<file path="src/rtl/lives_hud.sv">
// Lives counter with blinking-loss icon row composited over the top HUD band.
// Optional LIVES_HUD_GAMEOVER_FLASH_EN: band background flashes while game over.
module lives_hud #(
   parameter int          MAX_LIVES     = 7,
   parameter int          INIT_LIVES    = 3,
   parameter int          ICON_W        = 5,
   parameter int          ICON_PITCH    = 10,
   parameter int          X0            = 10,
   parameter int          Y0            = 5,
   parameter int          BAND_H        = 10,
   parameter logic [2:0]  ICON_RGB      = 3'b000,
   parameter logic [2:0]  BAND_RGB      = 3'b111,
   parameter int          BLINK_HALF    = 8,
   parameter int          BLINK_TOGGLES = 6
) (
   input  logic       clk,
   input  logic       reset,
   input  logic       frame_tick,
   input  logic       life_lost,
   input  logic       life_gain,
   input  logic       restart,
   input  logic       video_on,
   input  logic [9:0] x,
   input  logic [9:0] y,
   input  logic [2:0] rgb_in,
   output logic [2:0] rgb_out,
   output logic [3:0] lives,
   output logic       game_over
);

   localparam int TW  = $clog2(BLINK_HALF + 1);
   localparam int TGW = $clog2(BLINK_TOGGLES + 1);

   typedef enum logic {S_IDLE, S_BLINK} state_t;

   state_t           r_state;
   logic [3:0]       r_lives;
   logic [3:0]       r_blink_idx;
   logic             r_vis;
   logic [TW-1:0]    r_tick_cnt;
   logic [TGW-1:0]   r_tog_cnt;
   logic             r_game_over;
   logic [2:0]       r_rgb;

   logic             w_loss_eff;
   logic             w_gain_eff;
   logic [3:0]       w_lives_nxt;
   logic             w_half_end;
   logic             w_tick_run;
   logic             w_hit;
   logic [2:0]       w_band;
   logic [31:0]      w_xe;
   logic [31:0]      w_ye;

   assign w_xe = {22'd0, x};
   assign w_ye = {22'd0, y};

   always_comb begin
      w_loss_eff  = life_lost & ~life_gain & ~restart & (r_lives != 4'd0);
      w_gain_eff  = life_gain & ~life_lost & ~restart
                    & (r_lives < 4'(MAX_LIVES));
      w_lives_nxt = r_lives;
      if (restart)         w_lives_nxt = 4'(INIT_LIVES);
      else if (w_loss_eff) w_lives_nxt = r_lives - 4'd1;
      else if (w_gain_eff) w_lives_nxt = r_lives + 4'd1;
      w_half_end  = r_tick_cnt == TW'(BLINK_HALF - 1);
   end

`ifdef LIVES_HUD_GAMEOVER_FLASH_EN
   logic r_flash;

   // tick_cnt also paces the band flash while the game is over
   assign w_tick_run = (r_state == S_BLINK) | r_game_over;
   assign w_band     = r_flash ? ICON_RGB : BAND_RGB;

   always_ff @(posedge clk or posedge reset) begin
      if (reset)
         r_flash <= 1'b0;
      else if (w_lives_nxt != 4'd0 || w_loss_eff)
         r_flash <= 1'b0;
      else if (frame_tick && w_half_end && w_tick_run)
         r_flash <= ~r_flash;
   end
`else
   assign w_tick_run = r_state == S_BLINK;
   assign w_band     = BAND_RGB;
`endif

   always_ff @(posedge clk or posedge reset) begin
      if (reset) begin
         r_state     <= S_IDLE;
         r_lives     <= 4'(INIT_LIVES);
         r_game_over <= 1'b0;
         r_blink_idx <= 4'd0;
         r_vis       <= 1'b0;
         r_tick_cnt  <= '0;
         r_tog_cnt   <= '0;
      end else begin
         r_lives     <= w_lives_nxt;
         r_game_over <= w_lives_nxt == 4'd0;
         if (restart || w_gain_eff) begin
            r_state    <= S_IDLE;
            r_tick_cnt <= '0;
            r_tog_cnt  <= '0;
         end else if (w_loss_eff) begin
            r_state     <= S_BLINK;
            r_blink_idx <= w_lives_nxt;
            r_vis       <= 1'b1;
            r_tick_cnt  <= '0;
            r_tog_cnt   <= '0;
         end else if (frame_tick && w_tick_run) begin
            if (w_half_end) begin
               r_tick_cnt <= '0;
               if (r_state == S_BLINK) begin
                  r_vis     <= ~r_vis;
                  r_tog_cnt <= r_tog_cnt + TGW'(1);
                  if (r_tog_cnt == TGW'(BLINK_TOGGLES - 1))
                     r_state <= S_IDLE;
               end
            end else begin
               r_tick_cnt <= r_tick_cnt + TW'(1);
            end
         end
      end
   end

   always_comb begin
      w_hit = 1'b0;
      for (int i = 0; i < MAX_LIVES; i++) begin
         w_hit = w_hit
            | ((w_xe >= 32'(X0 + i * ICON_PITCH))
            & (w_xe <= 32'(X0 + i * ICON_PITCH + ICON_W))
            & (w_ye >= 32'(Y0))
            & (w_ye <= 32'(Y0 + ICON_W))
            & ((32'(i) < {28'd0, r_lives})
               | ((r_state == S_BLINK)
                  & (32'(i) == {28'd0, r_blink_idx})
                  & r_vis)));
      end
   end

   always_ff @(posedge clk or posedge reset) begin
      if (reset)
         r_rgb <= 3'b000;
      else if (!video_on)
         r_rgb <= 3'b000;
      else if (w_hit)
         r_rgb <= ICON_RGB;
      else if (w_ye <= 32'(BAND_H))
         r_rgb <= w_band;
      else
         r_rgb <= rgb_in;
   end

   assign rgb_out   = r_rgb;
   assign lives     = r_lives;
   assign game_over = r_game_over;

endmodule

</file>
<file path="config.mk">
export PLATFORM = sky130hd
export DESIGN_NAME = lives_hud
export DESIGN_NICKNAME = d
export VERILOG_FILES = /design/src/rtl/lives_hud.sv
export SDC_FILE = /design/constraint.sdc
export NUM_CORES = 1
export LEC_CHECK = 0
export BUFFER_PORTS_ARGS = -buffer_cell sky130_fd_sc_hd__buf_4
export CELL_PAD_IN_SITES_DETAIL_PLACEMENT = 1
export CELL_PAD_IN_SITES_GLOBAL_PLACEMENT = 1
export CORE_UTILIZATION = 38
export CTS_CLUSTER_SIZE = 16
export DETAILED_ROUTE_END_ITERATION = 8
export GPL_ROUTABILITY_DRIVEN = 0
export GPL_TIMING_DRIVEN = 0
export HOLD_SLACK_MARGIN = 0.1
export PLACE_DENSITY = 0.89
export SLEW_MARGIN = 10
export SYNTH_ARGS = -nofsm -noshare
export SYNTH_HDL_FRONTEND = slang
export SYNTH_SLANG_ARGS = --single-unit
</file>
<file path="constraint.sdc">
create_clock -name clk -period 2.5 [get_ports clk]
set_clock_uncertainty 0.1 [all_clocks]
set_input_delay 0 -clock clk [delete_from_list [all_inputs] [get_ports clk]]
set_output_delay 0 -clock clk [all_outputs]
set_load 0.02 [all_outputs]
</file>
==> results of run 1 <==
-- layout by cell type, fill, tap and decap left out, drive strengths merged, types with 2 or more instances in the layout --
cell type    count
or4b             2
or2              2
inv              8
a21oi            7
nor4             4
nand4            3
or3              2
or4              2
nand3            7
xor2             2
nor2b            3
clkbuf           8
o31ai            2
nand3b           2
ha               6
nand2           11
o21ai           10
a311o            2
a21o             2
dfstp            2
nor3b            2
nor2            17
dlygate4sd3     11
buf             37
dfrtp           19
nor3             8
a31oi            2
a211oi           2
nand2b           6
-- worst max-delay path by stage --
stage	start	endpoint	slack, ns	depth (start not counted)
floorplan	lives[1]	r_blink_idx[3]	0.29	8
global route	lives[1]	r_blink_idx[3]	0.01	8
global placement	lives[0]	r_blink_idx[3]	0.20	8
detailed placement	lives[0]	r_blink_idx[3]	0.10	8
finish	lives[1]	r_blink_idx[3]	0.11	8
CTS	lives[0]	r_blink_idx[3]	0.08	8
-- final cells by class --
type,count,area [µm²]
plain buffers,6,23.8
clock inverters,1,5.00
multi-input cells,129,846
inverters,8,30.0
flip-flops and latches,21,528
clock buffers,3,41.3
fillers,430,1560
well taps,46,57.6
repair buffers,47,380
-- per-layer routing --
| layer | global-route usage [%] | vias up | share of wire (%) | routed length [µm] |
|---|---|---|---|---|
| li1 | - | 718 | - | - |
| met1 | 27.6 | 743 | 41 | 1830 |
| met2 | 42.7 | 36 | 52 | 2320 |
| met3 | 2.36 | 16 | 2.9 | 129 |
| met4 | 13.1 | 0 | 3.6 | 161 |
| met5 | 0 | - | 0 | 0 |
-- kinds of logic (layout without fill, tap and decap cells) --
kind of cell               after synthesis  in the layout
AOI/OAI and AO/OA                       41             41
xor gates and xnor gates                 3              3
adders and majority gates                6              6
buffers and inverters                   14             65
DFF                                     21             21
muxes                                    2              2
and+or+nand+nor                         77             77
-- timing repair --
item	CTS	global route
endpoints found under the hold margin	31	0
setup endpoints to repair	0	1
hold buffers	11	0
gates resized for setup	0	0
buffers inserted	0	2
-- registers in the layout, indices dropped and copies added, names as in the netlist --
register     flops
lives            4
rgb_out          3
r_tog_cnt        3
r_tick_cnt       4
game_over        1
r_blink_idx      4
r_state          1
r_vis            1
-- report_power, final --
group	internal (mW)	total [mW]	switching, mW
Combinational	0.132	0.289	0.156
Clock	0.111	0.228	0.116
Sequential	0.370	0.402	0.0317
-- metrics by stage --
stage	setup slack [ns]	hold slack [ns]	cells	util, %	area, µm²
global placement	0.197	0.0700	244	50.2	1740
CTS	0.0834	0.157	259	54.7	1900
global route	0.00991	0.166	261	55.1	1910
finish	0.109	0.162	261	55.1	1910
detailed placement	0.102	0.0890	244	50.2	1740
floorplan	0.294	-0.125	164	-	1430
-- worst max-delay path, cell delays in order (launching register included) --
cell     delay [ns]
dfstp_2        0.61
inv_1          0.08
ha_1           0.22
nor3b_2        0.18
or2_0          0.23
buf_2          0.18
o41a_1         0.34
a21oi_2        0.22
mux2_2         0.18
==> key figures, run 1 <==
Flow run
  – Max cap viols: 0

Logic synthesis
  – Synth Area in Simple Gates: 30.0%
  – Synth Area in Adders: 5.26%
  – Synth Area in Compound Gates: 20.7%
  – Post-synthesis async set-or-reset flop share: 100%
  – Top cells by area, synth: dfrtp_1, ha_1, nor2_1
  – Top post-synthesis cells by count: dfrtp_1, nor2_1, nand2_1
  – Syn Area/Cell: 8.70 µm²
  – Yosys reg bits: 21
  – Most instantiated library cell after synthesis: dfrtp_1
  – Post-synthesis xor/xnor area fraction: 1.84%
  – Yosys top cell area share: 33.3%
  – Seq/Total Area, Yosys: 37.0%
  – Area leader, netlist: dfrtp_1
  – Cells after synthesis: 164
  – Yosys cell types: 55
  – Yosys Warn Count: 0
  – Post-Syn Area: 0.00143 mm²
  – Main combinational cell family by area after synthesis: simple AND/OR/NAND/NOR gates
  – Number of flops mapped to enable cells by yosys: 0
  – Synth Flop Type: dfrtp_1
  – Post-Syn Nets: 200
  – Mux cell area share after synthesis: 1.49%

GRT
  – First-pass GRT wire length: 7.42 mm
  – Largest net degree at the start of global routing: 22
  – GRT Residual Overflow: 0
  – Antenna violations before repair: 0
  – Vias in the first global route: 1,618
  – Gr usage total: 23.8%

Power and ir drop
  – Tot Pwr: 0.918 mW
  – Worst VDD drop: 426 µV
  – P_leak: 0.827 nW
  – Pwr per Cell Area: 480 mW/mm²

Detailed routing
  – DR iter-0 viols: 64
  – Drt first pass iters: 4
  – DRC violations left: 0
  – Drt wl/cell: 17.0 µm
  – WL final: 4.44 mm
  – Vias: 1,513
  – Via/cell ratio: 5.80
  – Detail Route Antenna Nets: 0

STA
  – Fmax: 418 MHz
  – Final TNS setup: 0 ns
  – # setup viols final: 0
  – Post-route clock period utilization: 95.6%
  – Hold Vio Cnt, Final: 0
  – RSZ-0062 raised after global routing: no
  – Slew HR: 47.2%
  – Tmin final: 2.39 ns
  – Worst-margin pin slew: 0.782 ns
  – Slew Limit Fails: 0

Setup path
  – R2R setup slack: 0.11 ns
  – CP startpoint kind: register
  – Worst endpoint required time: 2.61 ns
  – R2r startpoint: lives[1]
  – Reg-to-reg endpoint: r_blink_idx[3]
  – Reg2reg path depth: 8
  – CP Max Fanout: 8
  – Worst Setup End Kind: register
  – CP Data Arrival Time: 2.50 ns
  – Critical path class: reg2reg

Place
  – DP HPWL: 3.19 mm
  – Port Buffers: 34

Floorplan
  – # rows: 21
  – Die W: 63.3 µm
  – Chip height: 63.3 µm
  – Starting Density: 41.2%
  – DIE AREA: 0.00401 mm²
  – Ports: 38
  – Core area: 0.00347 mm²

Clock tree
  – Maximum clock path buffer count: 2
  – Worst-path clk slew: 0.08 ns
  – CTS sink count: 21
  – Clk_lat worst skew: 0.27 ns
  – Num CTS Buffers: 3
  – Clock tree from TritonCTS: yes
  – Clock root cell: clkbuf_8
  – H-tree levels: 1

Final layout
  – Area Overhead vs Synth: 33.9%
  – Fin nets: 252
  – ANT cells: 0
  – Share of cells above drive strength 1: 23.7%

Min path
  – Cell depth of the worst hold path: 4
  – Worst-case hold path end point: r_blink_idx[2]
  – Hold path start: life_gain
  – HP Class: in2reg

Outcome
  – Status: completed
Note: power is estimated with default switching activity, not from simulation.
==> run 2, diff against run 1 <==
Settings changed: CORE_UTILIZATION 38 to 41, PLACE_DENSITY 0.89 to 0.95.
Clock period 2.5 ns to 2.9 ns, I/O delays scaled along.
==> run 2 against run 1 <==
Hold slack got worse by 0.046 ns. Final area increased by 1.8%. Utilization increased by 3.2 points. Flip-flop and latch count unchanged. Sequential power decreased by 14%. Final cell count increased by 1.9%. Register-to-register slack got worse by 0.03 ns. Largest cell class unchanged. Routed wire length increased by 1.4%. Via count increased by 2.7%. Worst setup slack got worse by 0.033 ns.
==> key figures, run 2 (synthesis gave the netlist of run 1 again) <==
Outcome
  – Status: completed

Floorplan
  – Ports: 38 (unchanged)
  – Die W: 61.0 µm (-3.6%)
  – Core area: 0.00334 mm² (-3.8%)
  – Starting Density: 42.8% (+1.6 points)
  – DIE AREA: 0.00372 mm² (-7.1%)
  – # rows: 21 (unchanged)
  – Chip height: 61.0 µm (-3.6%)

Clock tree
  – Num CTS Buffers: 3 (unchanged)
  – Maximum clock path buffer count: 2 (unchanged)
  – Clock tree from TritonCTS: yes
  – CTS sink count: 21 (unchanged)
  – H-tree levels: 1 (unchanged)
  – Clk_lat worst skew: 0.31 ns (+0.04 ns)
  – Worst-path clk slew: 0.11 ns (+0.03 ns)
  – Clock root cell: clkbuf_4

Place
  – Port Buffers: 34 (unchanged)
  – DP Area: 0.00174 mm² (unchanged)
  – DP HPWL: 3.05 mm (-4.5%)
  – Inst Count DP: 244 (unchanged)
  – Setup WS pre-CTS: 0.559 ns (+0.456 ns)

Setup path
  – CP Max Fanout: 8 (unchanged)
  – CP delay by family, top: buffers and inverters
  – Worst endpoint required time: 3.05 ns (+0.44 ns)
  – Worst Setup End Kind: register
  – Critical Path Max Stage Delay: 0.62 ns (about the same)
  – Reg2reg path depth: 8 (unchanged)
  – Slowest-stage cell, CP: dlygate4sd3_1
  – Critical path class: reg2reg
  – Worst path buffer plus inverter count: 3 (+1)
  – CP startpoint kind: register
  – R2r startpoint: lives[0]
  – R2R setup slack: 0.08 ns (-0.03 ns)
  – Cells along the critical path: inv_1, ha_1, nor3b_2, or2_0, buf_2, o41a_1, a21oi_2, dlygate4sd3_1
  – CP Data Arrival Time: 2.97 ns (+0.47 ns)
  – Reg-to-reg endpoint: lives[3]

GRT
  – Gr usage total: 25.9% (+2.0 points)
  – Antenna violations before repair: 0 (unchanged)
  – First-pass GRT wire length: 7.13 mm (-3.9%)
  – GRT Residual Overflow: 0 (unchanged)
  – Largest net degree at the start of global routing: 22 (unchanged)
  – Vias in the first global route: 1,512 (-6.6%)

Final layout
  – Fin cells: 266 (+1.9%)
  – Final instance area: 0.00195 mm² (+1.8%)
  – ANT cells: 0 (unchanged)
  – Fin nets: 257 (+2.0%)
  – Area Overhead vs Synth: 36.3%
  – Commonest non-fill, non-tap cell in the layout: buf_4
  – Commonest cells after routing, fill and taps aside: buf_4, dfrtp_1, nor2_1
  – Share of cells above drive strength 1: 23.6% (-0.085 points)

Detailed routing
  – Detail Route Antenna Nets: 0 (unchanged)
  – Drt wl/cell: 16.9 µm (-0.55%)
  – Drt first pass iters: 4 (unchanged)
  – WL final: 4.50 mm (+1.4%)
  – DRC violations left: 0 (unchanged)
  – DR iter-0 viols: 88 (+38%)
  – Via/cell ratio: 5.84 (+0.78%)
  – Vias: 1,554 (+2.7%)

STA
  – Slew Limit Fails: 0 (unchanged)
  – Worst-margin pin slew: 0.786 ns (+0.00480 ns)
  – # setup viols final: 0 (unchanged)
  – Final worst slack: 0.0759 ns (-0.0331 ns)
  – Hold Vio Cnt, Final: 0 (unchanged)
  – Post-route clock period utilization: 97.4% (+1.7 points)
  – Slew HR: 47.1% (-0.093 points)
  – Fmax: 354 MHz (-15%)
  – Tmin final: 2.82 ns (+0.433 ns)

Power and ir drop
  – Tot Pwr: 0.757 mW (-18%)
  – Worst VDD drop: 253 µV (-41%)
  – Pwr per Cell Area: 389 mW/mm² (-19%)
  – P_leak: 0.843 nW (+1.8%)

Min path
  – Cell depth of the worst hold path: 4 (unchanged)
  – Worst-case hold path end point: r_blink_idx[2]
  – HP Class: in2reg
  – Hold path start: life_gain

Flow run
  – Max cap viols: 0 (unchanged)
-- run 2: how the worst max path moves through the flow --
stage          startpoint             end  slack, ns  cells after the start
6_report         lives[0]        lives[3]       0.08                      8
3_5_place_dp     lives[0]  r_blink_idx[3]       0.56                      8
2_1_floorplan    lives[1]  r_blink_idx[3]       0.69                      8
5_1_grt          lives[0]        lives[3]      -0.03                      8
3_3_place_gp     lives[0]  r_blink_idx[3]       0.60                      8
4_1_cts          lives[0]        lives[3]       0.12                      8
-- run 2: layout make-up --
class	count	area, µm²
fillers	410	1390
multi-input cells	129	852
flip-flops and latches	21	528
repair buffers	52	428
well taps	46	57.6
inverters	8	30.0
clock buffers	4	26.3
plain buffers	6	23.8
-- run 2: power by group --
| group | internal, mW | switching, mW | leakage, nW |
|---|---|---|---|
| logic | 0.127 | 0.143 | 0.559 |
| registers | 0.319 | 0.0262 | 0.269 |
| clock network | 0.0538 | 0.0894 | 0.0150 |
| total | 0.499 | 0.258 | 0.843 |
-- run 2: timing repair --
action / 4_1_cts / 5_1_grt
endpoints found under the setup margin: 0 / 4
buffers inserted: 0 / 3
hold endpoints to repair: 34 / 0
hold buffers: 15 / 0
gates resized for setup: 0 / 1
-- run 2: worst register-to-register path: stages, from the launching register on --
cell and delay (ns):
dfstp_2 0.61, inv_1 0.06, ha_1 0.22, nor3b_2 0.18, or2_0 0.24, buf_2 0.17, o41a_1 0.33, a21oi_2 0.23
dlygate4sd3_1 0.62
-- run 2: metrics by stage --
step                TNS [ns]  hold slack [ns]  utilization (%)
global placement           0           0.0732             52.2
global route         -0.0347            0.118             58.3
CTS                        0            0.103             57.4
floorplan                  0           -0.125                -
finish                     0            0.116             58.3
detailed placement         0           0.0908             52.2
-- run 2: layer usage --
layer / GRT usage, % / vias to the layer above / share of wire [%]
li1: - / 720 / -
met1: 34.7 / 767 / 43
met2: 43.2 / 49 / 50
met3: 2.94 / 18 / 3.6
met4: 10.1 / 0 / 2.8
met5: 0 / - / 0
==> run 3, diff against run 2 <==
==> constraint.sdc (replaced) <==
create_clock -name clk -period 2.9 [get_ports clk]
set_clock_uncertainty 0.1 [all_clocks]
set_input_delay 0.87 -clock clk [delete_from_list [all_inputs] [get_ports clk]]
set_output_delay 0.87 -clock clk [all_outputs]
set_load 0.02 [all_outputs]
==> run 3 against run 2 <==
Clock power is essentially flat. Routed wire length shrank 16%. Die area unchanged. Hold slack better by 0.30 ns.
==> key figures, run 3 (synthesis gave the netlist of run 1 again) <==
Setup path
  – CP Data Arrival Time: 2.56 ns (-0.41 ns)
  – Worst Setup End Kind: register
  – Critical Path Max Stage Delay: 0.64 ns (+0.02 ns)
  – CP startpoint kind: register
  – R2R setup slack: 0.50 ns (+0.42 ns)
  – Slowest-stage cell, CP: dfstp_2
  – Critical path class: reg2reg
  – Reg2reg path depth: 8 (unchanged)
  – Reg-to-reg endpoint: r_blink_idx[3]
  – R2r startpoint: lives[0]
  – CP Max Fanout: 9 (+1)
  – Cells along the critical path: inv_1, ha_1, nor3b_2, or2_0, buf_2, o41a_1, a21oi_2, mux2_2
  – Worst endpoint required time: 3.06 ns (about the same)

Min path
  – Cell depth of the worst hold path: 2 (-2)
  – Worst-case hold path end point: r_blink_idx[0]
  – HP Class: reg2reg
  – Hold path start: r_blink_idx[0]

Flow run
  – Max cap viols: 0 (unchanged)

Place
  – DP Area: 0.00174 mm² (unchanged)
  – Inst Count DP: 244 (unchanged)
  – Port Buffers: 34 (unchanged)
  – DP HPWL: 3.05 mm (unchanged)

Floorplan
  – Ports: 38 (unchanged)
  – # rows: 21 (unchanged)
  – DIE AREA: 0.00372 mm² (unchanged)
  – Starting Density: 42.8% (unchanged)
  – Core area: 0.00334 mm² (unchanged)
  – Die W: 61.0 µm (unchanged)
  – Chip height: 61.0 µm (unchanged)

Clock tree
  – CTS sink count: 21 (unchanged)
  – H-tree levels: 1 (unchanged)
  – Clock tree from TritonCTS: yes
  – Maximum clock path buffer count: 2 (unchanged)
  – # resized after CTS: 0 (unchanged)
  – Clk_lat worst skew: 0.31 ns (about the same)
  – Worst-path clk slew: 0.11 ns (about the same)
  – Post-CTS Setup Repair Bufs: 0 (unchanged)
  – Hold-fix buffers, CTS: 0 (-15)
  – Num CTS Buffers: 3 (unchanged)
  – Clock root cell: clkbuf_4

STA
  – Post-route clock period utilization: 82.9% (-14 points)
  – Slew HR: 48.3% (+1.2 points)
  – Fmax: 416 MHz (+17%)
  – Tmin final: 2.40 ns (-0.420 ns)
  – RSZ-0062 raised after global routing: no
  – Worst-margin pin slew: 0.775 ns (-0.0115 ns)
  – Hold Vio Cnt, Final: 0 (unchanged)
  – Hold_ws: 0.416 ns (+0.300 ns)
  – # setup viols final: 0 (unchanged)
  – Slew Limit Fails: 0 (unchanged)
  – Final TNS setup: 0 ns (unchanged)

Detailed routing
  – Drt first pass iters: 4 (unchanged)
  – DRC violations left: 0 (unchanged)
  – Drt wl/cell: 15.3 µm (-9.4%)
  – WL final: 3.80 mm (-16%)
  – DR iter-0 viols: 66 (-25%)
  – Via/cell ratio: 5.81 (-0.54%)
  – Vias: 1,441 (-7.3%)
  – Detail Route Antenna Nets: 0 (unchanged)

Final layout
  – Commonest non-fill, non-tap cell in the layout: buf_4
  – Fin nets: 239 (-7.0%)
  – ANT cells: 0 (unchanged)
  – Fin cells: 248 (-6.8%)
  – Commonest cells after routing, fill and taps aside: buf_4, dfrtp_1, nor2_1
  – Final instance area: 0.00177 mm² (-9.2%)
  – Area Overhead vs Synth: 23.8%
  – Share of cells above drive strength 1: 23.8% (+0.13 points)

GRT
  – Largest net degree at the start of global routing: 22 (unchanged)
  – Vias in the first global route: 1,364 (-9.8%)
  – Gr usage total: 22.2% (-3.7 points)
  – GRT Residual Overflow: 0 (unchanged)
  – Antenna violations before repair: 0 (unchanged)
  – First-pass GRT wire length: 6.20 mm (-13%)

Power and ir drop
  – Combinational share of power: 31.8% (-3.8 points)
  – Sw power: 0.242 mW (-6.4%)
  – P_leak: 0.762 nW (-9.5%)
  – Sequential share of power: 48.6% (+3.1 points)
  – Switching Fraction: 33.8% (-0.30 points)
  – Worst VDD drop: 225 µV (-11%)
  – Pwr per Cell Area: 405 mW/mm² (+4.0%)
  – Tot Pwr: 0.715 mW (-5.6%)
  – Clock power frac: 19.6% (+0.7 points)
  – P_int: 0.473 mW (-5.2%)

Outcome
  – Status: completed
-- run 3: cell types whose count changed in the layout (fill, tap and decap cells not counted) --
cell / previous run / this run
buf_4: 37 / 34
dlygate4sd3_1: 15 / 0
nor4bb_2: 1 / 0
nor4bb_1: 0 / 1
-- run 3: critical path, delay by kind of cell, from the launching register on --
kind | cells | cell delay [ns]
buffers and inverters | 2 | 0.24
multiplexers | 1 | 0.18
flip-flops | 1 | 0.64
AND/OR/NAND/NOR | 2 | 0.42
AO/OA/AOI/OAI | 2 | 0.56
adder cells (fa/ha/maj) | 1 | 0.22
-- run 3: per-stage QoR --
stage                     utilization (%)  setup WS, ns
final                                52.9         0.496
after global routing                 52.9         0.279
after CTS                            52.9         0.527
after detailed placement             52.2         0.193
after global placement               52.2         0.264
after floorplan                         -         0.512
-- run 3: final cells by class --
type	instances	area [µm²]
plain buffers	6	23.8
repair buffers	34	255
multi-input cells	129	846
fillers	428	1570
flip-flops and latches	21	528
well taps	46	57.6
clock buffers	4	26.3
inverters	8	30.0
-- run 3: worst max path at each step --
stage	startpoint	endpoint	cells after the start
floorplan	life_gain	r_blink_idx[3]	6
global placement	restart	r_blink_idx[3]	7
detailed placement	x[9]	rgb_out[0]	6
CTS	x[9]	rgb_out[0]	6
global route	x[9]	rgb_out[0]	6
finish	lives[0]	r_blink_idx[3]	8
-- run 3: power by group through the flow --
stage	combinational (mW)	sequential [mW]	clock, mW
3_3_place_gp	0.213	0.349	0
3_5_place_dp	0.226	0.353	0
5_1_grt	0.249	0.351	0.157
4_1_cts	0.227	0.347	0.144
6_report	0.228	0.347	0.140
2_1_floorplan	0.125	0.358	0
-- run 3: layer usage --
metal / global-route usage, % / vias up / share of wire, %
met4: 7.79 / 0 / 1.9
met5: 0 / - / 0
met2: 37.5 / 36 / 51
met3: 1.47 / 8 / 2.2
met1: 30.5 / 714 / 45
li1: - / 683 / -
